`src/rtl/anton_neopixel_bus_scheduler_pkg.sv`:
```
// Shared constants, state encoding and bus command payload for the neopixel bus scheduler.
package anton_neopixel_bus_scheduler_pkg;

  localparam int unsigned NPORT      = 2;
  localparam int unsigned ADDR_W     = 14;
  localparam int unsigned DATA_W     = 8;
  localparam int unsigned MAX_W      = 13;
  localparam int unsigned CFG_W      = 3;
  localparam int unsigned REGSEL_BIT = 13;

  localparam logic [ADDR_W-1:0] REG_MAX_LO = 14'h2000;
  localparam logic [ADDR_W-1:0] REG_MAX_HI = 14'h2001;
  localparam logic [ADDR_W-1:0] REG_CTRL   = 14'h2002;

  localparam int unsigned CTRL_LIMIT_BIT = 1;
  localparam int unsigned CTRL_RUN_BIT   = 2;
  localparam int unsigned CTRL_LOOP_BIT  = 3;
  localparam int unsigned CTRL_32BIT_BIT = 4;

  typedef enum logic [2:0] {
    ST_IDLE     = 3'd0,
    ST_RD       = 3'd1,
    ST_CFG_LO   = 3'd2,
    ST_CFG_HI   = 3'd3,
    ST_CFG_CTRL = 3'd4
  } state_e;

  typedef struct packed {
    logic [ADDR_W-1:0] addr;
    logic [DATA_W-1:0] data;
    logic              write;
    logic              read;
  } bus_cmd_t;

  // CTRL register image for a commit: cfg = {ctrl32bit, loop, limit}, run always set.
  function automatic logic [DATA_W-1:0] ctrl_byte(input logic [CFG_W-1:0] cfg);
    logic [DATA_W-1:0] b;
    b                 = '0;
    b[CTRL_LIMIT_BIT] = cfg[0];
    b[CTRL_RUN_BIT]   = 1'b1;
    b[CTRL_LOOP_BIT]  = cfg[1];
    b[CTRL_32BIT_BIT] = cfg[2];
    return b;
  endfunction

endpackage

```
`src/rtl/anton_neopixel_bus_scheduler_rr_arbiter2.sv`:
```
// Two-port round-robin grant: one-hot grant from an eligibility mask, pointer moves past the winner.
module anton_neopixel_bus_scheduler_rr_arbiter2
  import anton_neopixel_bus_scheduler_pkg::*;
(
  input  logic [NPORT-1:0] elig_i,
  input  logic             rr_ptr_i,
  input  logic             accept_i,
  output logic [NPORT-1:0] grant_o,
  output logic             rr_ptr_next_o
);

  logic gidx;

  always_comb begin
    gidx          = (elig_i == 2'b11) ? rr_ptr_i : elig_i[1];
    grant_o       = '0;
    rr_ptr_next_o = rr_ptr_i;
    if (|elig_i) begin
      grant_o[gidx] = 1'b1;
      if (accept_i) rr_ptr_next_o = ~gidx;
    end
  end

endmodule

```
`src/rtl/anton_neopixel_bus_scheduler.sv`:
```
// Arbitrates two masters onto the neopixel core byte bus, sequences frame commits
// and tracks the frame through pixelsSync with a timeout and pixel-buffer tear guard.
module anton_neopixel_bus_scheduler
  import anton_neopixel_bus_scheduler_pkg::*;
#(
  parameter int unsigned SYNC_TIMEOUT = 700000,
  parameter bit          TEAR_GUARD   = 1'b1
) (
  input  logic                    busClk,
  input  logic                    busReset,
  input  logic [NPORT-1:0]        reqValid,
  input  logic [NPORT-1:0]        reqWrite,
  input  logic [NPORT*ADDR_W-1:0] reqAddr,
  input  logic [NPORT*DATA_W-1:0] reqData,
  output logic [NPORT-1:0]        reqReady,
  output logic [NPORT-1:0]        rspValid,
  output logic [DATA_W-1:0]       rspData,
  input  logic                    commitValid,
  input  logic [MAX_W-1:0]        commitMax,
  input  logic [CFG_W-1:0]        commitCfg,
  output logic                    commitReady,
  output logic                    frameActive,
  output logic                    frameDone,
  output logic                    timeoutErr,
  output logic [ADDR_W-1:0]       busAddr,
  output logic [DATA_W-1:0]       busDataIn,
  output logic                    busWrite,
  output logic                    busRead,
  input  logic [DATA_W-1:0]       busDataOut,
  input  logic                    pixelsSync
);

  localparam int unsigned CNT_W = $clog2(SYNC_TIMEOUT + 1);

  state_e            state_q, state_d;
  bus_cmd_t          cmd_q, cmd_d;
  logic              rr_ptr_q, rr_ptr_d;
  logic              owner_q, owner_d;
  logic [NPORT-1:0]  rsp_valid_q, rsp_valid_d;
  logic [MAX_W-1:0]  max_q, max_d;
  logic [CFG_W-1:0]  cfg_q, cfg_d;
  logic              frame_active_q, frame_active_d;
  logic              frame_done_q, frame_done_d;
  logic              timeout_err_q, timeout_err_d;
  logic              sync_q;
  logic              armed_q, armed_d;
  logic [CNT_W-1:0]  cnt_q, cnt_d;

  logic              guard;
  logic [NPORT-1:0]  elig;
  logic [NPORT-1:0]  grant;
  logic              gsel;
  logic              commit_fire;
  logic              req_accept;
  logic [ADDR_W-1:0] addr_sel;
  logic [DATA_W-1:0] data_sel;
  logic              sync_fall;
  logic              done_hit;
  logic              tmo_hit;

  // Reads and register-file writes always pass; buffer writes wait out an active frame.
  assign guard   = TEAR_GUARD & frame_active_q;
  assign elig[0] = reqValid[0] & ~(guard & reqWrite[0] & ~reqAddr[REGSEL_BIT]);
  assign elig[1] = reqValid[1] & ~(guard & reqWrite[1] & ~reqAddr[ADDR_W + REGSEL_BIT]);

  assign commitReady = (state_q == ST_IDLE) & ~frame_active_q;
  assign commit_fire = commitValid & commitReady;
  assign req_accept  = (state_q == ST_IDLE) & ~commit_fire & (|elig);

  anton_neopixel_bus_scheduler_rr_arbiter2 u_arb (
    .elig_i        (elig),
    .rr_ptr_i      (rr_ptr_q),
    .accept_i      (req_accept),
    .grant_o       (grant),
    .rr_ptr_next_o (rr_ptr_d)
  );

  assign gsel     = grant[1];
  assign addr_sel = gsel ? reqAddr[2*ADDR_W-1:ADDR_W] : reqAddr[ADDR_W-1:0];
  assign data_sel = gsel ? reqData[2*DATA_W-1:DATA_W] : reqData[DATA_W-1:0];

  // Next-state and next bus command; commands are computed one cycle ahead of the bus.
  always_comb begin
    state_d     = state_q;
    cmd_d       = '0;
    rsp_valid_d = '0;
    owner_d     = owner_q;
    max_d       = max_q;
    cfg_d       = cfg_q;
    unique case (state_q)
      ST_IDLE: begin
        if (commit_fire) begin
          max_d       = commitMax;
          cfg_d       = commitCfg;
          cmd_d.addr  = REG_MAX_LO;
          cmd_d.data  = commitMax[7:0];
          cmd_d.write = 1'b1;
          state_d     = ST_CFG_LO;
        end else if (req_accept) begin
          cmd_d.addr = addr_sel;
          if (reqWrite[gsel]) begin
            cmd_d.data  = data_sel;
            cmd_d.write = 1'b1;
          end else begin
            cmd_d.read = 1'b1;
            owner_d    = gsel;
            state_d    = ST_RD;
          end
        end
      end
      ST_RD: begin
        rsp_valid_d[owner_q] = 1'b1;
        state_d              = ST_IDLE;
      end
      ST_CFG_LO: begin
        cmd_d.addr  = REG_MAX_HI;
        cmd_d.data  = {3'b000, max_q[12:8]};
        cmd_d.write = 1'b1;
        state_d     = ST_CFG_HI;
      end
      ST_CFG_HI: begin
        cmd_d.addr  = REG_CTRL;
        cmd_d.data  = ctrl_byte(cfg_q);
        cmd_d.write = 1'b1;
        state_d     = ST_CFG_CTRL;
      end
      ST_CFG_CTRL: state_d = ST_IDLE;
      default:     state_d = ST_IDLE;
    endcase
  end

  assign sync_fall = sync_q & ~pixelsSync;
  assign done_hit  = frame_active_q & armed_q & sync_fall;
  assign tmo_hit   = frame_active_q & (cnt_q == CNT_W'(SYNC_TIMEOUT - 1));

  // Frame tracking; a sync fall only counts once sync has been seen low in this frame.
  always_comb begin
    frame_active_d = frame_active_q;
    frame_done_d   = 1'b0;
    timeout_err_d  = timeout_err_q;
    armed_d        = armed_q;
    cnt_d          = cnt_q;
    if (commit_fire) begin
      frame_active_d = 1'b1;
      timeout_err_d  = 1'b0;
      cnt_d          = '0;
      armed_d        = ~pixelsSync;
    end else if (frame_active_q) begin
      if (!pixelsSync) armed_d = 1'b1;
      if (cnt_q != CNT_W'(SYNC_TIMEOUT)) cnt_d = cnt_q + CNT_W'(1);
      if (done_hit) begin
        frame_done_d   = 1'b1;
        frame_active_d = 1'b0;
      end else if (tmo_hit) begin
        timeout_err_d  = 1'b1;
        frame_active_d = 1'b0;
      end
    end
  end

  always_ff @(posedge busClk or posedge busReset) begin
    if (busReset) begin
      state_q        <= ST_IDLE;
      cmd_q          <= '0;
      rr_ptr_q       <= 1'b0;
      owner_q        <= 1'b0;
      rsp_valid_q    <= '0;
      max_q          <= '0;
      cfg_q          <= '0;
      frame_active_q <= 1'b0;
      frame_done_q   <= 1'b0;
      timeout_err_q  <= 1'b0;
      sync_q         <= 1'b0;
      armed_q        <= 1'b0;
      cnt_q          <= '0;
    end else begin
      state_q        <= state_d;
      cmd_q          <= cmd_d;
      rr_ptr_q       <= rr_ptr_d;
      owner_q        <= owner_d;
      rsp_valid_q    <= rsp_valid_d;
      max_q          <= max_d;
      cfg_q          <= cfg_d;
      frame_active_q <= frame_active_d;
      frame_done_q   <= frame_done_d;
      timeout_err_q  <= timeout_err_d;
      sync_q         <= pixelsSync;
      armed_q        <= armed_d;
      cnt_q          <= cnt_d;
    end
  end

  // Core read data is already registered, so it is forwarded alongside the strobe.
  assign reqReady    = req_accept ? grant : '0;
  assign rspValid    = rsp_valid_q;
  assign rspData     = (|rsp_valid_q) ? busDataOut : '0;
  assign frameActive = frame_active_q;
  assign frameDone   = frame_done_q;
  assign timeoutErr  = timeout_err_q;
  assign busAddr     = cmd_q.addr;
  assign busDataIn   = cmd_q.data;
  assign busWrite    = cmd_q.write;
  assign busRead     = cmd_q.read;

endmodule

```
`config.mk`:
```
export PLATFORM = sky130hd
export DESIGN_NAME = anton_neopixel_bus_scheduler
export DESIGN_NICKNAME = d
export VERILOG_FILES = /design/src/rtl/anton_neopixel_bus_scheduler_pkg.sv /design/src/rtl/anton_neopixel_bus_scheduler_rr_arbiter2.sv /design/src/rtl/anton_neopixel_bus_scheduler.sv
export SDC_FILE = /design/constraint.sdc
export NUM_CORES = 1
export LEC_CHECK = 0
export CAP_MARGIN = 10
export CORE_MARGIN = 5
export CORE_UTILIZATION = 30
export DETAILED_ROUTE_END_ITERATION = 16
export PLACE_DENSITY = 0.7
export REMOVE_ABC_BUFFERS = 1
export SLEW_MARGIN = 40
export SYNTH_ARGS = -nofsm -noshare
export SYNTH_HDL_FRONTEND = slang
export SYNTH_SLANG_ARGS = --single-unit
```
`constraint.sdc`:
```
create_clock -name busClk -period 2.73 [get_ports busClk]
set_clock_uncertainty 0.05 [all_clocks]
set_input_delay 0.273 -clock busClk [delete_from_list [all_inputs] [get_ports busClk]]
set_output_delay 0.273 -clock busClk [all_outputs]
set_load 0.01 [all_outputs]
```
# Word-level counts from Yosys, hierarchy flattened
# Cells that the tools add are included.
# totals
inputBits	76
register_bits	72
elab_cells	111
# op_classes
muxes	41
n_eq_ne	10
bitwise	23
n_addsub	1
magnitude_cmp	5
n_reduce_logical	15
# ops
operator	count
$pmux 23 s3	1
$mux 20	3
$mux 24	1
$mux 23	1
$mux 1	22
$add 20x1->20 const B	1
$eq 20x20->1 const B	1
$ne 20x20->1 const B	1
$mux 8	2
$and 1x1->1	14
$mux 14	1
$reduce_and 2->1	5
$mux 3	3
$mux 9	1
$not 1->1	9
$pmux 3 s3	1
$eq 3x2->1 const B	2
$lt 1x2->1 const B	3
$mux 2	3
$ne 3x3->1 const B	2
$reduce_bool 2->1	3
$reduce_and 4->1	1
$reduce_or 2->1	2
$eq 3x1->1 const B	1
other kinds (8)	11

# Logic depth before layout (Yosys ltp)
# Gate-level depths: netlist of run 1.
# logic_depth
word_depth	17
ltp_mapped	7
mapped_depth_nobuf	6

# By module
# From an unflattened synthesis of run 1, not the netlist that was laid out.
# unflattened
cells_unflattened	313
area_unflattened_um2	3160.5
# modules_own_cells
mod	area_per_inst_um2	seq_area_each_um2	n_inst	cells_each
anton_neopixel_bus_scheduler	3130.5	1601.5	1	308
anton_neopixel_bus_scheduler_rr_arbiter2	30.0	0.0	1	5

# Worst setup path before layout of run 1
# No wires, ideal clock.
# synth_timing
kind	register to register
startpoint	register state_q[1]
endpoint	register cnt_q[15]
n_path_buf	0
setup_ns	0.077
path_slack_ns	0.889
stages_incl_launch_ff	5
arrival_ns	1.713
period_less_slack_ns	1.841
required_ns	2.603
cell_sequence	dfrtp_1 nor4b_4 o211ai_2 or4_1 a21oi_1
# synth_via
elab_chain_cells	5
elab_cells_between_ends	7
# synth_lines
item	line_no	rtl
start, declared	anton_neopixel_bus_scheduler.sv:35	state_e state_q, state_d;
start signal, assigned	anton_neopixel_bus_scheduler.sv:177	state_q <= state_d;
$logic_not 3->1 *	anton_neopixel_bus_scheduler.sv:66	assign commitReady = (state_q == ST_IDLE) & ~frame_active_q;
$and 1x1->1 *	anton_neopixel_bus_scheduler.sv:66	
$and 1x1->1 *	anton_neopixel_bus_scheduler.sv:67	assign commit_fire = commitValid & commitReady;
$reduce_bool 2->1 (no source line)	--	
$reduce_and 2->1 (no source line)	--	
end signal, assigned	anton_neopixel_bus_scheduler.sv:189	cnt_q <= cnt_d;
end, declared	anton_neopixel_bus_scheduler.sv:47	logic [CNT_W-1:0] cnt_q, cnt_d;
# Every way passes the cells marked *; elsewhere a longest branch is shown, timed or not.
# A chain may end at the register's enable or synchronous reset.

# Final worst setup path of run 1
# layout_timing
startpoint	register state_q[0]
endpoint	output reqReady[0]
# layout_via
elab_chain_cells	7
# layout_lines
item	line_no	rtl
$logic_not 3->1 *	anton_neopixel_bus_scheduler.sv:66, anton_neopixel_bus_scheduler.sv:68	
$and 1x1->1	anton_neopixel_bus_scheduler.sv:66	
$and 1x1->1	anton_neopixel_bus_scheduler.sv:67	
$not 1->1 (no source line)	--	
$and 1x1->1 * (2 in a row)	anton_neopixel_bus_scheduler.sv:68	assign req_accept = (state_q == ST_IDLE) & ~commit_fire & (|elig);
$mux 2 *	anton_neopixel_bus_scheduler.sv:194	assign reqReady = req_accept ? grant : '0;
end, declared	anton_neopixel_bus_scheduler.sv:15	output logic [NPORT-1:0] reqReady,
# Marks and branches as above.

==> results of run 1 <==
[synthesized netlist by cell type (3+ instances only)]
cell        n  area share [%]
a21oi_1     9             1.4
a221o_1     8             2.6
and3_1      7             1.4
and4_1      3            0.84
buf_2       5            0.80
clkbuf_1    5            0.60
dfrtp_1    64              51
inv_1      11             1.3
mux2i_1    21             6.7
nand2_1    40             4.8
nand3_1     7             1.1
nand4_1     7             1.4
nor2_1     27             3.2
nor2b_1     9             1.8
nor3_1      4            0.64
nor4_1      4            0.80
o2111ai_1   5             1.4
o211ai_1    3            0.72
o21ai_0    10             1.6
o2bb2ai_1   4             1.1
o31ai_1     4            0.96
or3_1       6             1.2
or4_1       6             1.4
xnor2_1     3            0.84
xor2_1      5             1.4
[repair_timing]
item                                   CTS  global route
setup endpoints to repair                0             1
resized for setup                        0             1
endpoints found under the hold margin    0             0
hold buffers                             0             0
[where the power goes]
group / switching (mW) / internal, mW
registers: 0.240 / 1.23
clock network: 0.356 / 0.604
logic: 0.723 / 0.766
[sequential cells by signal, indices dropped and copies added, names as in the netlist]
name         count
frameDone        1
cfg_q            3
busAddr         14
busRead          1
busDataIn        8
max_q            5
rspValid         2
owner_q          1
armed_q          1
rr_ptr_q         1
busWrite         1
sync_q           1
state_q          3
timeoutErr       1
frameActive      1
cnt_q           20
[per-layer routing]
layer  routed length (um)  part of all wire, %
met4                   73                 0.88
met2                 4180                   50
met1                 3530                   42
met3                  552                  6.6
met5                    0                    0
[cell families (layout without fill, tap and decap cells)]
logic type      after synthesis  count (layout)  synth area share (%)
compound gates               57              57                  13.9
xor+xnor                      8               8                  2.24
fa+ha+maj                     2               2                 0.799
buf+inv                      23             146                  2.96
flops                        64              64                  51.2
mux                          21              21                  6.71
simple gates                132             132                  22.3
[cell type report]
cell class,count,area [sq um]
fill,957,5530
sequential,64,1600
multi-input combinational,220,1460
timing repair buffer,119,1190
tap,136,170
clock buffer,10,128
clock inverter,6,108
inverter,11,42.5
[worst paths after layout]
check	end	depth (start not counted)	slack (ps)	from
max	reqReady[0]	4	250	state_q[0]
min	cnt_q[17]	2	270	busReset
max reg2reg	cnt_q[15]	4	550	state_q[0]
min reg2reg	rspValid[0]	1	380	owner_q
max in group asynchronous	frameDone	3	1800	busReset
min in group busClk	rspValid[0]	1	380	owner_q
[worst max-delay path: stages (launching register included)]
cell and delay, ps:
dfrtp_1 570, nor3_4 330, nand4_1 200, a31oi_1 180
clkdlybuf4s50_1 560
==> run summary, run 1 <==
The flow ran to the end, and the final reports show no timing, DRC or antenna violations. The number of clock sinks came out at between 60 and 70. The remaining max-slew budget at the tightest pin came out at between 50% and 60%. For this run, global-route usage on met3 was measured as under 10%. In this run the most used layer during global routing was met2.

Counting flops and latches in the post-synthesis netlist gives between 60 and 70. The kind of launch point of the worst setup path is a flop. The count of unique library cells instantiated by Yosys is 47. The initial antenna violation count was 0. The tree is rooted in a clkbuf_8. The post-layout net count came out at between 500 and 600. The vertical die dimension came out at 112 um. The post-place setup slack came out at about 450 ps. The number of detailed-routing iterations run before antenna repair came out at 4. The area growth from synthesis to layout is 50.2%.

The clock transition time at the flip-flop clock pins of the worst setup and hold paths is ~70 ps. The total power divided by cell area came out at 832 nW/um^2. The library cell used most frequently in the layout, excluding fill and tap cells, is clkdlybuf4s50_1. The clock buffer count from CTS is 9. The class of the tightest hold or removal check is input port to async pin. The count of antenna-violating nets left after detailed routing came out at 0. The violation count after the first detailed-routing iteration came out at 147. The total negative slack is 0 ps. The number of DRC violations after detailed routing is 0. For this run, the number of standard cells in the final layout without fillers is 566. The synthesized netlist occupies a cell area of roughly 3100 sq um. The max-capacitance violation count came out at 0. The category of the most critical setup path is flop to output port. A synthesized cell averages 10.2 sq um. The post-synthesis instance total is 307.

The sequential share of the synthesized area is about 51%. The number of buffers inserted to repair setup after CTS came out at 0. The leakage power summed over all cells came out at roughly 2 nW.

The initial cell density of the core is a little under a third. The cell area reported after detailed placement came out at between 4000 and 5000 sq um. The tightest hold margin is between 200 and 300 ps. The area of the core region is just over 10000 sq um. The count of final hold-check violations came out at 0. The smallest setup slack after layout came out at around 250 ps.

For the worst setup path, the data arrival time is ~2200 ps. Dividing the final minimum period by the clock period gives roughly 91%. The largest fanout on the critical path is 11. The overall overflow remaining after global route is 0.

TritonCTS built the clock tree. Summed over all layers, the routed wires come to approximately 8300 um. The depth of the CTS H-tree came out at 3. The detailed-route wire length per cell came out at 14.7 um. The floorplan has 37 rows. The final critical delay including setup and external delays is roughly 2500 ps. Setup repair after global routing left no endpoint under its margin.

The overall routing resource usage came out at a little over an eighth. The warning count from the yosys run came out at 0. The number of global-route vias before repair came to roughly 2.8k.

The finished cells cover about 4700 sq um. In the layout the commonest cells are clkdlybuf4s50_1, dfrtp_1, nand2_1. The final count of negative-setup-slack endpoints is 0. The wire length of the first global-routing pass is ~14000 um. The met1 usage is 16.5%. The actual slew at the worst max-slew pin is 684 ps. The number of diodes added for antenna fixing came out at 0. The latest clock arrival within the worst-skew pair is approximately 330 ps. The HPWL after detailed placement is 6300 um. The horizontal extent of the die is 112 um.

The largest net degree at the start of global routing came out at 34. The routing usage on met2 came out at ~23%. The count of buffers inserted at the top-level ports came out at roughly 120. The via total after detailed routing came out at 2790.

The total count of max-transition violations in the final report is 0. The number of flops mapped to enable cells by yosys is 0. For this run, the leading register cell type out of synthesis is dfrtp_1. The fraction of layout cells with a size suffix above 1 came out at a little over 6%. The post-route total power came out at around 4 mW. Routability-driven placement finished with a final weighted congestion of approximately 0.80. The full die area is roughly 13000 sq um. For the worst setup path, the data required time is 2410 ps. No sink is reached through more buffers than the 2 on the longest clock path. The core occupancy in the finished layout came out at 46.0%.

The fmax is 403 MHz. The worst supply voltage drop on vdd is roughly 0.4 mV. In this run, placement finished with an instance count of 550.

The worst setup path is captured at an output port. The number of top-level pins came out at 116. For this run, asynchronously set or reset flops after synthesis account for between 90% and 100%.

In the routed layout, each cell is associated on average with a via count of ~4.9.
(Power assumes the default switching activity.)
==> run 2: changes to the inputs <==
CORE_UTILIZATION = 48   (was 30)
PLACE_DENSITY = 0.95   (was 0.7)
==> run 2 against run 1 <==
  * Sequential power barely moved
  * Flip-flop and latch count did not move
  * Worst setup slack got worse by 66 ps
  * Cell area fell by 1.6%
==> run summary, run 2 (synthesis gave the netlist of run 1 again) <==
The routability congestion estimate came out at 0.878 (was 0.796). The count of final hold-check violations came to 0 (unchanged). The number of diodes added for antenna fixing is 0 (unchanged).

The count of antenna-violating nets left after detailed routing came out at 0 (unchanged). The smallest setup slack after layout is 181 ps (was 246 ps). The post-route total power came out at 4.01 mW (was 3.91 mW). The depth of the CTS H-tree is 3 (unchanged). The number of top-level pins came out at 116 (unchanged). The clock transition time at the flip-flop clock pins of the worst setup and hold paths came out at 70 ps (about the same).

The final critical delay including setup and external delays came out at 2550 ps (was 2480 ps). Result of the run: finished, final reports clean (unchanged). The capturing element type of the critical path is an output port (unchanged). The cell row count was 29 (was 37). The area of the core region came out at 6350 sq um (was 10200 sq um).

Unrepaired setup endpoints after global routing: no (unchanged). The number of filler cells placed in the layout is 383 (was 957). The category of the most critical setup path is flop to output port (unchanged). The remaining max-slew budget at the tightest pin is 46.9% (was 54.3%). The top register by number of flip-flops is cnt_q (unchanged). The wire length of the first global-routing pass is 16400 um (was 13800 um). The final routed wirelength across all metal layers is 10000 um (was 8340 um). The final critical-path share of the clock period is 93.4% (was 91.0%). The actual slew at the worst max-slew pin came to 797 ps (was 684 ps). The max-capacitance violation count came out at 0 (unchanged).

The initial cell density of the core came to 49.3% (was 30.6%). The switching portion of total power came to 35.9% (was 33.7%). The clock buffer count from CTS is 9 (unchanged). The worst reg-to-reg setup slack was 460 ps (was 550 ps). The violation count after the first detailed-routing iteration came out at 346 (was 147). The cell area reported after detailed placement is 4410 sq um (was 4460 sq um).

The largest fanout on the critical path came out at 7 (was 11). The kind of launch point of the worst setup path is a flop (unchanged). The CTS tree is built (unchanged). The relative contribution of the clock network to total power came out at 22.8% (was 24.5%). The required time of the critical path is 2410 ps (about the same).

The hold-fix buffer count after cts was 0 (unchanged). The fmax was 392 MHz (was 403 MHz). The class of the tightest hold or removal check is input port to async pin (unchanged). The overall overflow remaining after global route came out at 0 (unchanged). The number of clock sinks was 64 (unchanged). The total power divided by cell area came out at 866 nW/um^2 (was 832 nW/um^2). The root buffer cell is clkbuf_8 (unchanged). The tightest hold margin was 281 ps (was 266 ps). The design internal power is 2.57 mW (was 2.60 mW). The number of buffers inserted to repair setup after CTS is 0 (unchanged).

The overall routing resource usage came out at 25.2% (was 13.3%). The horizontal extent of the die came out at 90.8 um (was 112 um). The count of buffers inserted at the top-level ports is 115 (unchanged). The initial antenna violation count came out at 0 (unchanged).

The latest clock arrival within the worst-skew pair is 340 ps (was 330 ps). The combinational cell fraction of total power is 40.5% (was 38.0%). The timing endpoint of the critical path was reqReady[0] (unchanged). The arrival time at the worst endpoint came out at 2230 ps (was 2160 ps).

The leakage power summed over all cells came out at 2.06 nW (was 2.05 nW). The first element of the critical path was state_q[1] (was state_q[0]). The worst flop-to-flop path endpoint was busDataIn[2] (was cnt_q[15]). The total count of max-transition violations in the final report is 0 (unchanged). The register share of total power came out at 36.7% (was 37.4%). The via total after detailed routing came out at 3036 (was 2790). The worst supply voltage drop on vdd came out at 0.562 mV (was 0.399 mV).

The number of buffers on the longest clock path is 2 (unchanged). The number of DRC violations after detailed routing is 0 (unchanged). The area growth from synthesis to layout came to 47.8% (was 50.2%). The fraction of layout cells with a size suffix above 1 came out at 6.93% (was 6.05%). The number of detailed-routing iterations run before antenna repair came to 5 (was 4).

The vertical die dimension came out at 90.8 um (was 112 um). The HPWL after detailed placement is 7250 um (was 6300 um). Most used cells in the layout excluding fill and tap cells: clkdlybuf4s50_1, dfrtp_1, nand2_1 (unchanged). The net load switching power is 1.44 mW (was 1.32 mW). The detailed-route wire length per cell is 19.7 um (was 14.7 um).

The number of global-route vias before repair is 3193 (was 2776). The final count of negative-setup-slack endpoints is 0 (unchanged). The most common cell after layout, fill and taps aside was clkdlybuf4s50_1 (unchanged). The logic depth of the worst register-to-register path is 4 (unchanged). The final non-filler cell area came out at 4630 sq um (was 4700 sq um).

The post-place setup slack came out at 470 ps (was 447 ps). The post-layout net count is 507 (was 503). The core occupancy in the finished layout is 72.9% (was 46.0%).

The largest net degree at the start of global routing came out at 31 (was 34). The origin of the critical flop-to-flop path is state_q[1] (was state_q[0]). The via-per-instance ratio is 5.95 (was 4.93). The full die area came to 8240 sq um (was 12600 sq um).

The number of flip-flops under the largest register name is 20 (unchanged). The post-CTS resize count came out at 0 (unchanged).
[run 2: worst max-delay path, cell delays in order, from the launching register on]
cell and delay, ps:
dfrtp_1 470, nor3_2 390, nand4_1 230, a31oi_1 230, clkdlybuf4s50_1 570
[run 2: layer usage]
metal / global-route usage (%) / vias up / part of all wire (%)
met1: 29.6 / 1490 / 38
met5: 0 / - / 0
met3: 5.92 / 34 / 6.0
met4: 11.3 / 0 / 3.0
met2: 43.6 / 148 / 53
li1: - / 1364 / -
[run 2: power by group through the flow]
stage                     logic [mW]  registers, mW  clock network [mW]
after floorplan                0.698           1.52                   0
after global placement          1.51           1.45                   0
after detailed placement        1.59           1.47                   0
after CTS                       1.62           1.46               0.916
after global routing            1.76           1.50               0.964
final                           1.62           1.47               0.913
[run 2: how the worst min path moves through the flow]
stage	startpoint	end	slack, ps	cells after the start
after floorplan	pixelsSync	sync_q	250	0
after global placement	owner_q	rspValid[0]	380	1
after detailed placement	owner_q	rspValid[0]	390	1
after CTS	busReset	busRead	300	2
after global routing	busReset	busRead	340	2
final	busReset	cnt_q[14]	280	2
[run 2: final cells by class]
class	count	area (sq um)	share of cell area, %
Sequential cell	64	1600	34.6
Multi-Input combinational cell	220	1460	31.5
Timing Repair Buffer	123	1210	26.2
Clock buffer	12	155	3.35
Tap cell	77	96.3	2.08
Clock inverter	3	65.1	1.41
Inverter	11	41.3	0.892
[run 2: per-stage QoR]
step / setup TNS (ps) / cells
after floorplan: -10750 / 295
after global placement: 0 / 495
after detailed placement: 0 / 495
after global routing: 0 / 510
after CTS: 0 / 510
final: 0 / 510
